$ cat src/rtl/register_file_param_pkg.sv
// register_file_param_pkg: shared defaults, read-latency encodings and address-width helper
package register_file_param_pkg;

    localparam int RF_WIDTH_DEF = 16;
    localparam int RF_DEPTH_DEF = 8;

    localparam int RD_COMB = 0;
    localparam int RD_REG  = 1;

    function automatic int rf_aw(input int depth);
        return (depth <= 2) ? 1 : $clog2(depth);
    endfunction

endpackage

$ cat src/rtl/register_file_param_register_cell.sv
// register_cell: one WIDTH-bit load/clear register of the bank, clear wins over load
module register_cell #(
    parameter int WIDTH = 16
) (
    input  logic             clk,
    input  logic             reset,
    input  logic             c_ld,
    input  logic             c_clr,
    input  logic [WIDTH-1:0] d_in,
    output logic [WIDTH-1:0] q
);

    logic [WIDTH-1:0] q_q;

    // storage: async active-low reset, then clear, then load
    always_ff @(posedge clk or negedge reset) begin
        if (!reset) q_q <= '0;
        else if (c_clr) q_q <= '0;
        else if (c_ld) q_q <= d_in;
    end

    assign q = q_q;

endmodule

$ cat src/rtl/register_file_param.sv
// register_file_param: DEPTH x WIDTH register bank, 1 write / 2 read ports, bank clear, bypass
module register_file_param
    import register_file_param_pkg::*;
#(
    parameter  int WIDTH    = RF_WIDTH_DEF,
    parameter  int DEPTH    = RF_DEPTH_DEF,
    parameter  int READ_LAT = RD_COMB,
    parameter  int BYPASS   = 1,
    parameter  int ZERO_REG = 0,
    localparam int AW       = rf_aw(DEPTH)
) (
    input  logic             clk,
    input  logic             reset,
    input  logic             c_ld,
    input  logic             c_clr,
    input  logic [AW-1:0]    w_addr,
    input  logic [WIDTH-1:0] w_data,
    input  logic [AW-1:0]    ra_addr,
    input  logic [AW-1:0]    rb_addr,
    output logic [WIDTH-1:0] ra_data,
    output logic [WIDTH-1:0] rb_data,
    output logic [DEPTH-1:0] written,
    output logic             w_err
);

    logic [WIDTH-1:0]          ent [DEPTH];
    logic [DEPTH-1:0]          we;
    logic [DEPTH-1:0]          written_q, written_d;
    logic                      w_err_q, w_err_d;
    logic                      w_ok;
    logic [1:0][AW-1:0]        rd_addr;
    logic [1:0][WIDTH-1:0]     rd_d;

    // a write lands only inside the bank and never on the hardwired zero entry
    assign w_ok      = (int'(w_addr) < DEPTH) && !(ZERO_REG != 0 && w_addr == '0);
    assign w_err_d   = c_ld && !c_clr && !w_ok;
    assign written_d = c_clr ? '0 : (written_q | we);
    assign rd_addr   = {rb_addr, ra_addr};

    for (genvar i = 0; i < DEPTH; i++) begin : g_cell
        assign we[i] = c_ld && !c_clr && w_ok && (w_addr == AW'(i));
        register_cell #(.WIDTH(WIDTH)) u_cell (
            .clk  (clk),
            .reset(reset),
            .c_ld (we[i]),
            .c_clr(c_clr),
            .d_in (w_data),
            .q    (ent[i])
        );
    end

    // bookkeeping: written flags and one-cycle dropped-write pulse
    always_ff @(posedge clk or negedge reset) begin
        if (!reset) begin
            written_q <= '0;
            w_err_q   <= '0;
        end else begin
            written_q <= written_d;
            w_err_q   <= w_err_d;
        end
    end

    // read muxes: out-of-range and zero entry read 0, optional forwarding of this cycle's write/clear
    always_comb begin
        rd_d = '0;
        for (int p = 0; p < 2; p++) begin
            for (int i = 0; i < DEPTH; i++)
                if (rd_addr[p] == AW'(i) && !(ZERO_REG != 0 && i == 0))
                    rd_d[p] = (BYPASS != 0 && we[i]) ? w_data : ent[i];
            if (BYPASS != 0 && c_clr) rd_d[p] = '0;
        end
    end

    if (READ_LAT == RD_REG) begin : g_rd_reg
        logic [1:0][WIDTH-1:0] rd_q;
        // registered read: captures the combinational read value at the edge
        always_ff @(posedge clk or negedge reset) begin
            if (!reset) rd_q <= '0;
            else rd_q <= rd_d;
        end
        assign {rb_data, ra_data} = rd_q;
    end else begin : g_rd_comb
        assign {rb_data, ra_data} = rd_d;
    end

    assign written = written_q;
    assign w_err   = w_err_q;

endmodule

$ cat config.mk
export PLATFORM = sky130hd
export DESIGN_NAME = register_file_param
export DESIGN_NICKNAME = d
export VERILOG_FILES = /design/src/rtl/register_file_param_pkg.sv /design/src/rtl/register_file_param_register_cell.sv /design/src/rtl/register_file_param.sv
export SDC_FILE = /design/constraint.sdc
export NUM_CORES = 1
export LEC_CHECK = 0
export ABC_AREA = 1
export BUFFER_PORTS_ARGS = -buffer_cell sky130_fd_sc_hd__buf_2
export CELL_PAD_IN_SITES_DETAIL_PLACEMENT = 1
export CELL_PAD_IN_SITES_GLOBAL_PLACEMENT = 2
export CORE_MARGIN = 1
export CORE_UTILIZATION = 31
export CTS_CLUSTER_SIZE = 24
export DETAILED_ROUTE_END_ITERATION = 12
export PLACE_DENSITY = 0.8
export SLEW_MARGIN = 20
export SYNTH_ARGS = -nofsm -noshare
export SYNTH_HDL_FRONTEND = slang
export SYNTH_SLANG_ARGS = --single-unit
export TNS_END_PERCENT = 50
$ cat constraint.sdc
create_clock -name clk -period 1.7 [get_ports clk]
set_clock_uncertainty 0.1 [all_clocks]
set_input_delay 0.255 -clock clk [delete_from_list [all_inputs] [get_ports clk]]
set_output_delay 0.255 -clock clk [all_outputs]
set_load 0.1 [all_outputs]
[After elaboration in Yosys (flattened, before gate mapping)]
Cells that the tools add are included.
Storage, ports and cells
  output and inout port bits: 41
  memories: 0
  bits in registers: 136
  input port bits: 29
  memory bits (read-only): 0
  logic and storage cells: 79
  memory bits (writable): 0
  bits in latches: 0
Cells by class
  multiplexer cells: 35
  bitwise logic cells: 1
  equal/unequal tests: 21
  $mul: 0
  order comparisons: 0
  $add $sub $neg: 0
  divide/modulo/power cells: 0
  shift operators: 0
  reduce and logical (&&, ||, !) cells: 13
Operators with widths (number)
  16-bit 2-to-1 mux: 34
  3-bit == test (second input constant): 12
  3-bit by 2-bit == test with 1-bit output (second input constant): 6
  3-bit by 1-bit == test with 1-bit output (second input constant): 3
  1-bit logical AND: 9
  3-bit zero test: 3
  8-bit 2-to-1 mux: 1
  8-bit OR: 1
  1-bit zero test: 1

[Logic depth before layout (Yosys ltp)]
Gate-level depths: netlist of the first run.
  depth in word-level cells: 13
  mapped depth: 12
  gate-level depth less buffers: 11

[Cells and area by module]
Synthesis of the first run repeated with hierarchy kept, for this count alone.
Unflattened totals
  cell total of the unflattened synthesis: 1556
  area, all modules: 10053.4 sq um
Modules (own cells, without submodules)
  register_cell: area an instance 648.1 sq um, cells an instance 70, seq. area each 400.4 sq um, times used 8
  register_file_param: area an instance 4868.4 sq um, cells an instance 996, seq. area each 200.2 sq um, times used 1

[Worst setup path after synthesis of the first run]
Ideal clock, no wire load.
  kind: input to output
  start point: input c_clr
  end point: output ra_data[4]
  data required time: 1345 ps
  arrival: 2661 ps
  stages on the path: 12
  buffers on the path: 1
  setup slack: -1316 ps
  cells stage by stage: inv_2 nand2_1 nor2_4 nand2_1 buf_2 nor2_1 a21oi_2 nor2_1 nor2_1 nand3_1 nand2_1 a21oi_1
Between the ends
  cells in the longest elaborated chain, start to end: 13
  elaborated cells between the ends (all ways): 27
  classes of those cells: mux: 17; reduce/logical: 10
Ends and longest elaborated chain
  start: declaration: line register_file_param.sv:15  | input logic c_clr,
  1-bit zero test: line register_file_param.sv:41  | assign we[i] = c_ld && !c_clr && w_ok && (w_addr == AW'(i));
  1-bit logical AND (2 in series): line register_file_param.sv:41
  16-bit 2-to-1 mux
  16-bit 2-to-1 mux (8 in series): line register_file_param.sv:68  | if (rd_addr[p] == AW'(i) && !(ZERO_REG != 0 && i == 0))
  16-bit 2-to-1 mux (*): line register_file_param.sv:70  | if (BYPASS != 0 && c_clr) rd_d[p] = '0;
  end: declaration: line register_file_param.sv:20  | output logic [WIDTH-1:0] ra_data,
Every way passes the cells marked *; elsewhere a longest branch is shown, timed or not.

[Worst setup path in the final report of the first run]
  start point: input c_clr
  end point: output ra_data[14]
The elaborated chain is that of the path after synthesis.

==> qor.yml, run 1 <==
drive_gt1_frac: 0.421
cts-root-buf: "clkbuf_16"
ys_top_cells_by_area: "dfrtp_1, nand2_1, nand3_1"
clock_path_buffers: 2
dr.pass1.iters: 5
hold_violations: 0
coreArea_mm2: 0.0272
synth_edf_count: 0
start_util: 0.319
met3_usage: 0.0366
remaining_drc_errors: 0
ant_nets: 0
hold_path.class: "in2reg"
grt_busiest_layer: "met2"
finalWorstSetupSlack_ns: -0.668
ys_types: 32
reg2reg_from: "g_cell[6].u_cell.q[11]"
path_clk_slew_ns: 0.07
hp-start: "w_data[4]"
setup_viol: 32
dp.cells: 1839
start_kind: "input pin"
fp.dieW_um: 169
syn_nets: 1312
grt_pass1_wl_um: 55000
drtIter0Drc: 557
fmax_mhz: 422
hpwlAfterDp_um: 23400
report.final.slew_viol_count: 0
num_vias: 9670
design_area_mm2: 0.0139
cts_buffers: 17
drt_wl_total_um: 36700
max_slew.worst_pin.slew_ns: 0.678
die-area_mm2: 0.0286
cts_tree: "yes"
antenna_found_initial: 0
vias_per_cell: 5.10
cp.arrival_ns: 2.01
n_antenna_cell: 0
p_leak_nw: 6.41
gr-usage-all-layers: 0.247
path_class: "in2out"
fin_crit_sh: 1.39
gr-usage-met2: 0.394
fin_util: 0.512
fp.dieH_um: 169
violations: "setup timing"
overflow: 0
ys_ff_latch: 136
clk_latency_ns: 0.43
grt_max_degree: 59
place_area_mm2: 0.0117
placementRows: 60
cts.htree.levels: 4
relSlewSlack: 0.548
required_ns: 1.34
seq_area_frac_synth: 0.392
ys_async_sr_fraction: 1.00
yosysMostFrequentCell: "nand2_1"
syn_area_mm2: 0.00867
top_level_ports: 70
outcome: "finished with violations"
p_per_area_mw_per_mm2: 696
timing.setup.tns_ns: -18.81
fin_nets: 1541
synth_top_area_frac: 0.392
min_period_ns: 2.37
yosysTopAreaCell: "dfrtp_1"
power_mw: 9.68
crit_fanout: 7
drv_cap: 0
stdcell_count: 1897
ir_drop_v: 0.000608
ys_top_cells_by_count: "nand2_1, nor2_1, nand3_1"
worst_setup_path_end_kind: "primary output"
gp_congestion: 0.872
wl_per_cell_um: 19.4
met1_usage: 0.353
syn_inst: 1283
numPortBuffers: 68
yosys_warnings: 0
avgSynthCellArea_um2: 6.76
area_growth_pct: 60.4
setup.worst_path.start: "c_clr"
ys.flop_type: "dfrtp_1"
grt_pass1_vias: 9734
cts.sinks: 136
rsz0062_at_grt: "true"
flip-flops by register name, indices dropped and copies added, names as in the netlist:
signal / cells
g_cell.u_cell.q: 128
written: 8
final timing paths:
path / depth (start not counted) / slack [ns] / endpoint
max: 14 / -0.67 / ra_data[14]
min: 3 / 0.09 / g_cell[1].u_cell.q[4]
max reg2reg: 3 / 0.54 / g_cell[6].u_cell.q[11]
min reg2reg: 2 / 0.39 / written[4]
max in group asynchronous: 3 / 0.70 / g_cell[0].u_cell.q[14]
min in group asynchronous: 2 / 0.19 / g_cell[7].u_cell.q[12]
report_power, final:
part	switching, mW	total [mW]	internal, mW	leakage (nW)
clock network	1.70	3.94	2.24	0.291
registers	0.0206	3.32	3.30	1.89
logic	1.58	2.42	0.837	4.23
critical path, stage by stage:
cell,delay (ns)
buf_12,0.12
inv_6,0.07
nand2_8,0.06
nor2_4,0.16
buf_12,0.15
clkbuf_16,0.17
nand3_2,0.10
nand3_1,0.16
nand2_1,0.10
o21ai_2,0.20
nand3_2,0.11
nand2_2,0.11
a21oi_4,0.07
buf_12,0.17
per-stage QoR:
stage | hold slack, ns | setup WS (ns)
finish | 0.0874 | -0.668
global route | 0.0972 | -0.720
CTS | 0.0775 | -0.621
detailed placement | 0.0923 | -0.826
global placement | 0.0885 | -0.801
floorplan | -0.141 | -0.480
placed cells by master (no fill, tap or decap), types with 12 or more instances in the layout:
master and instances:
a21oi_1 50, a21oi_2 14, a21oi_4 31, buf_12 64, buf_2 30, buf_4 159, buf_6 13, clkbuf_16 25
dfrtp_1 136, inv_1 130, inv_2 15, nand2_1 243, nand2_2 67, nand2_4 19, nand3_1 78, nand3_2 63
nand4_1 17, nor2_1 156, nor2_2 22, nor2_4 15, o21a_1 16, o21ai_0 12, o21ai_1 34, o21ai_2 41
timing repair:
item                                   CTS  global route
gates resized for setup                142           188
hold buffers                             1             0
setup endpoints to repair               32            32
endpoints found under the hold margin   61             0
setup buffers                            8            13
cloned                                   4             8
pin swaps                               61            94
final cells by class:
class                           instances  area, um^2
Timing Repair Buffer                  278        3050
Inverter                              156         608
Multi-Input combinational cell        923        5780
Clock inverter                         14         161
Clock buffer                           18         439
Tap cell                              372         465
Sequential cell                       136        3400
Fill cell                            3271       13300
kinds of logic after synthesis:
| kind of cell | share of synthesized area |
|---|---|
| flip-flops | 0.392 |
| AND/OR/NAND/NOR | 0.360 |
| AO/OA/AOI/OAI | 0.141 |
| other | 0.000432 |
| buffers and inverters | 0.106 |
per-layer routing:
metal / vias to the layer above / routed length (um)
met5: - / 0
met4: 0 / 507
met3: 31 / 1450
met2: 216 / 17600
met1: 4885 / 17200
li1: 4538 / -
Power figures use the tool's default switching activity.
==> run 2: changes to the inputs <==
Settings changed: ABC_AREA 1 to not set, CORE_UTILIZATION 31 to 34.
==> run 2 against run 1 <==
Net effect: the run still ends with setup timing left; combinational power increased by 11%; hold slack got worse by 0.022 ns; first-iteration DRC count increased by 100%; synthesized area decreased by 3.3%; die area decreased by 12%; critical path depth decreased by 7; clock power increased by 7.6%; critical path type unchanged; largest cell class unchanged.
==> qor.yml, run 2 <==
yosysMostFrequentCell: "nor2_1"
fmax_mhz: 364  # -14%
ys_top_cells_by_count: "nor2_1, dfrtp_1, clkbuf_1"
synth_edf_count: 0  # unchanged
gr-usage-all-layers: 0.356  # +0.109
drv_cap: 0  # unchanged
seq_area_frac_synth: 0.406  # +0.0133
start_kind: "input pin"
gp_congestion: 0.944  # +8.2%
ys_ff_latch: 136  # unchanged
hold_path.class: "in2reg"
cp_slowest_stage_delay_ns: 0.51  # +0.31 ns
finalWorstSetupSlack_ns: -1.05  # -0.381 ns
violations: "setup timing"
num_vias: 10779  # +11%
p_leak_nw: 6.14  # -4.2%
synth_top_area_frac: 0.406  # +0.0133
path_class: "in2out"
critPathBufInv: 2  # -3
fin_crit_sh: 1.62  # +0.224
die-area_mm2: 0.0253  # -12%
path_clk_slew_ns: 0.07  # about the same
fin_util: 0.583  # +0.0713
overflow: 0  # unchanged
cp.arrival_ns: 2.39  # +0.38 ns
syn_area_mm2: 0.00839  # -3.3%
dr.pass1.iters: 6  # +1
grt_max_degree: 48  # -19%
ir_drop_v: 0.000510  # -16%
syn_nets: 996  # -24%
ant_nets: 0  # unchanged
fp.dieW_um: 159  # -6.0%
report.final.slew_viol_count: 0  # unchanged
top_level_ports: 70  # unchanged
cts_tree: "yes"
syn_inst: 967  # -25%
ys.flop_type: "dfrtp_1"
min_period_ns: 2.75  # +0.381 ns
relSlewSlack: 0.559  # +0.0109
remaining_drc_errors: 0  # unchanged
fp.dieH_um: 159  # -6.0%
wl_per_cell_um: 30.7  # +58%
wl_met1_um: 18200  # +6.0%
numPortBuffers: 68  # unchanged
grt_pass1_vias: 10947  # +12%
required_ns: 1.34  # about the same
fin_nets: 1326  # -14%
drtIter0Drc: 1140  # +100%
antenna_found_initial: 1  # +1
hpwlAfterDp_um: 28700  # +23%
clk_latency_ns: 0.45  # +0.02 ns
start_util: 0.346  # +0.0268
crit_fanout: 8  # +1
ys_types: 66  # +110%
crit_family: "simple AND/OR/NAND/NOR gates"
cts.sinks: 136  # unchanged
cts-root-buf: "clkbuf_16"
ys_top_cells_by_area: "dfrtp_1, nor2_1, mux2i_1"
outcome: "finished with violations"
drive_gt1_frac: 0.462  # +0.0408
worst_setup_path_end_kind: "primary output"
hold_violations: 0  # unchanged
grt_pass1_wl_um: 67800  # +23%
clock_path_buffers: 2  # unchanged
coreArea_mm2: 0.0242  # -11%
largest_register_ffs: 128  # unchanged
setup_viol: 32  # unchanged
critPathSlowestCell: "or3b_4"
placementRows: 57  # -5.0%
vias_per_cell: 6.60  # +29%
drt_wl_total_um: 50100  # +36%
yosysTopAreaCell: "dfrtp_1"
highest_layer: "met4"
n_antenna_cell: 0  # unchanged
avgSynthCellArea_um2: 8.67  # +28%
power_mw: 10.2  # +5.5%
final_common_cell: "buf_4"
layout_common_cells: "buf_4, nor2_1, dfrtp_1, buf_12, nand2_1"
area_growth_pct: 68.6
ys_async_sr_fraction: 1.00  # unchanged
crit_chain: "buf_12 -> or3b_4 -> o21ai_0 -> a21oi_1 -> nor4_2 -> a31oi_4 -> buf_4"
yosys_warnings: 0  # unchanged
rsz0062_at_grt: "true"
wl_met2_um: 23000  # +31%
max_slew.worst_pin.slew_ns: 0.656  # -0.0214 ns
cts.htree.levels: 4  # unchanged
met3_length_um: 4780  # +230%
p_per_area_mw_per_mm2: 722  # +3.8%
cts_buffers: 17  # unchanged
## run 2: changes by cell type in the layout (fill, tap and decap cells not counted), sizes merged, moves of 18 or more
cell / previous run / this run
nand3: 150 / 27
a221oi: 0 / 19
nor2: 195 / 145
inv: 158 / 20
a221o: 0 / 27
nand2: 331 / 58
o22ai: 0 / 18
o21ai: 98 / 57
buf: 269 / 399
a21oi: 95 / 62
a21boi: 0 / 21
mux2i: 0 / 49
## run 2: what timing repair did
action                                 CTS  global route
hold buffers                             1             0
cloned                                   5             4
setup endpoints to repair               32            33
endpoints found under the hold margin  136             0
gates resized for setup                160            90
buffers inserted                        11            11
pin swaps                               36            32
## run 2: metrics by stage
step / area (um^2) / hold slack [ns] / worst slack, ns / std cells / TNS [ns]
after floorplan: 8850 / -0.141 / -1.11 / 967 / -28.05
after global placement: 12100 / -0.00218 / -1.02 / 1570 / -36.37
after detailed placement: 12100 / 0.00425 / -0.993 / 1570 / -41.97
after CTS: 13600 / 0.0369 / -0.840 / 1619 / -23.58
after global routing: 14100 / 0.0636 / -1.07 / 1634 / -27.52
final: 14100 / 0.0655 / -1.05 / 1634 / -26.86
## run 2: area by class of cell
cell class | count | area [um^2]
Clock buffer | 19 | 443
Tap cell | 324 | 405
Inverter | 18 | 67.6
Clock inverter | 13 | 194
Fill cell | 2616 | 10100
Timing Repair Buffer | 405 | 3930
Multi-Input combinational cell | 719 | 5700
Sequential cell | 136 | 3400
## run 2: tightest hold or removal path, stage by stage
cell	delay [ns]
buf_12	0.10
buf_2	0.16
nor2_1	0.06
## run 2: final timing paths
check,startpoint,slack [ns],to,depth (start not counted)
worst max-delay path,c_clr,-1.05,ra_data[1],7
worst min-delay path,c_clr,0.07,g_cell[7].u_cell.q[0],3
worst max register to register,g_cell[7].u_cell.q[3],0.33,g_cell[7].u_cell.q[3],3
worst min register to register,written[5],0.40,written[5],2
max in group asynchronous,reset,0.86,g_cell[2].u_cell.q[6],3
min in group asynchronous,reset,0.10,g_cell[6].u_cell.q[13],2
## run 2: kinds of logic after synthesis
logic type,Yosys count,synth area share
buffers and inverters,114,0.0568
AO/OA/AOI/OAI,322,0.273
AND/OR/NAND/NOR,336,0.194
multiplexers,58,0.0706
flip-flops,136,0.406
other,1,0.000447
## run 2: power by group
| group | total [mW] | switching [mW] | internal, mW |
|---|---|---|---|
| Sequential | 3.30 | 0.0224 | 3.28 |
| Combinational | 2.68 | 1.68 | 1.00 |
| Clock | 4.24 | 1.72 | 2.52 |
| Total | 10.2 | 3.42 | 6.80 |
## run 2: layer usage
metal | vias up | global-route usage
met5 | - | 0
met4 | 0 | 0.245
met3 | 322 | 0.0768
met2 | 805 | 0.568
met1 | 5360 | 0.431
li1 | 4292 | -
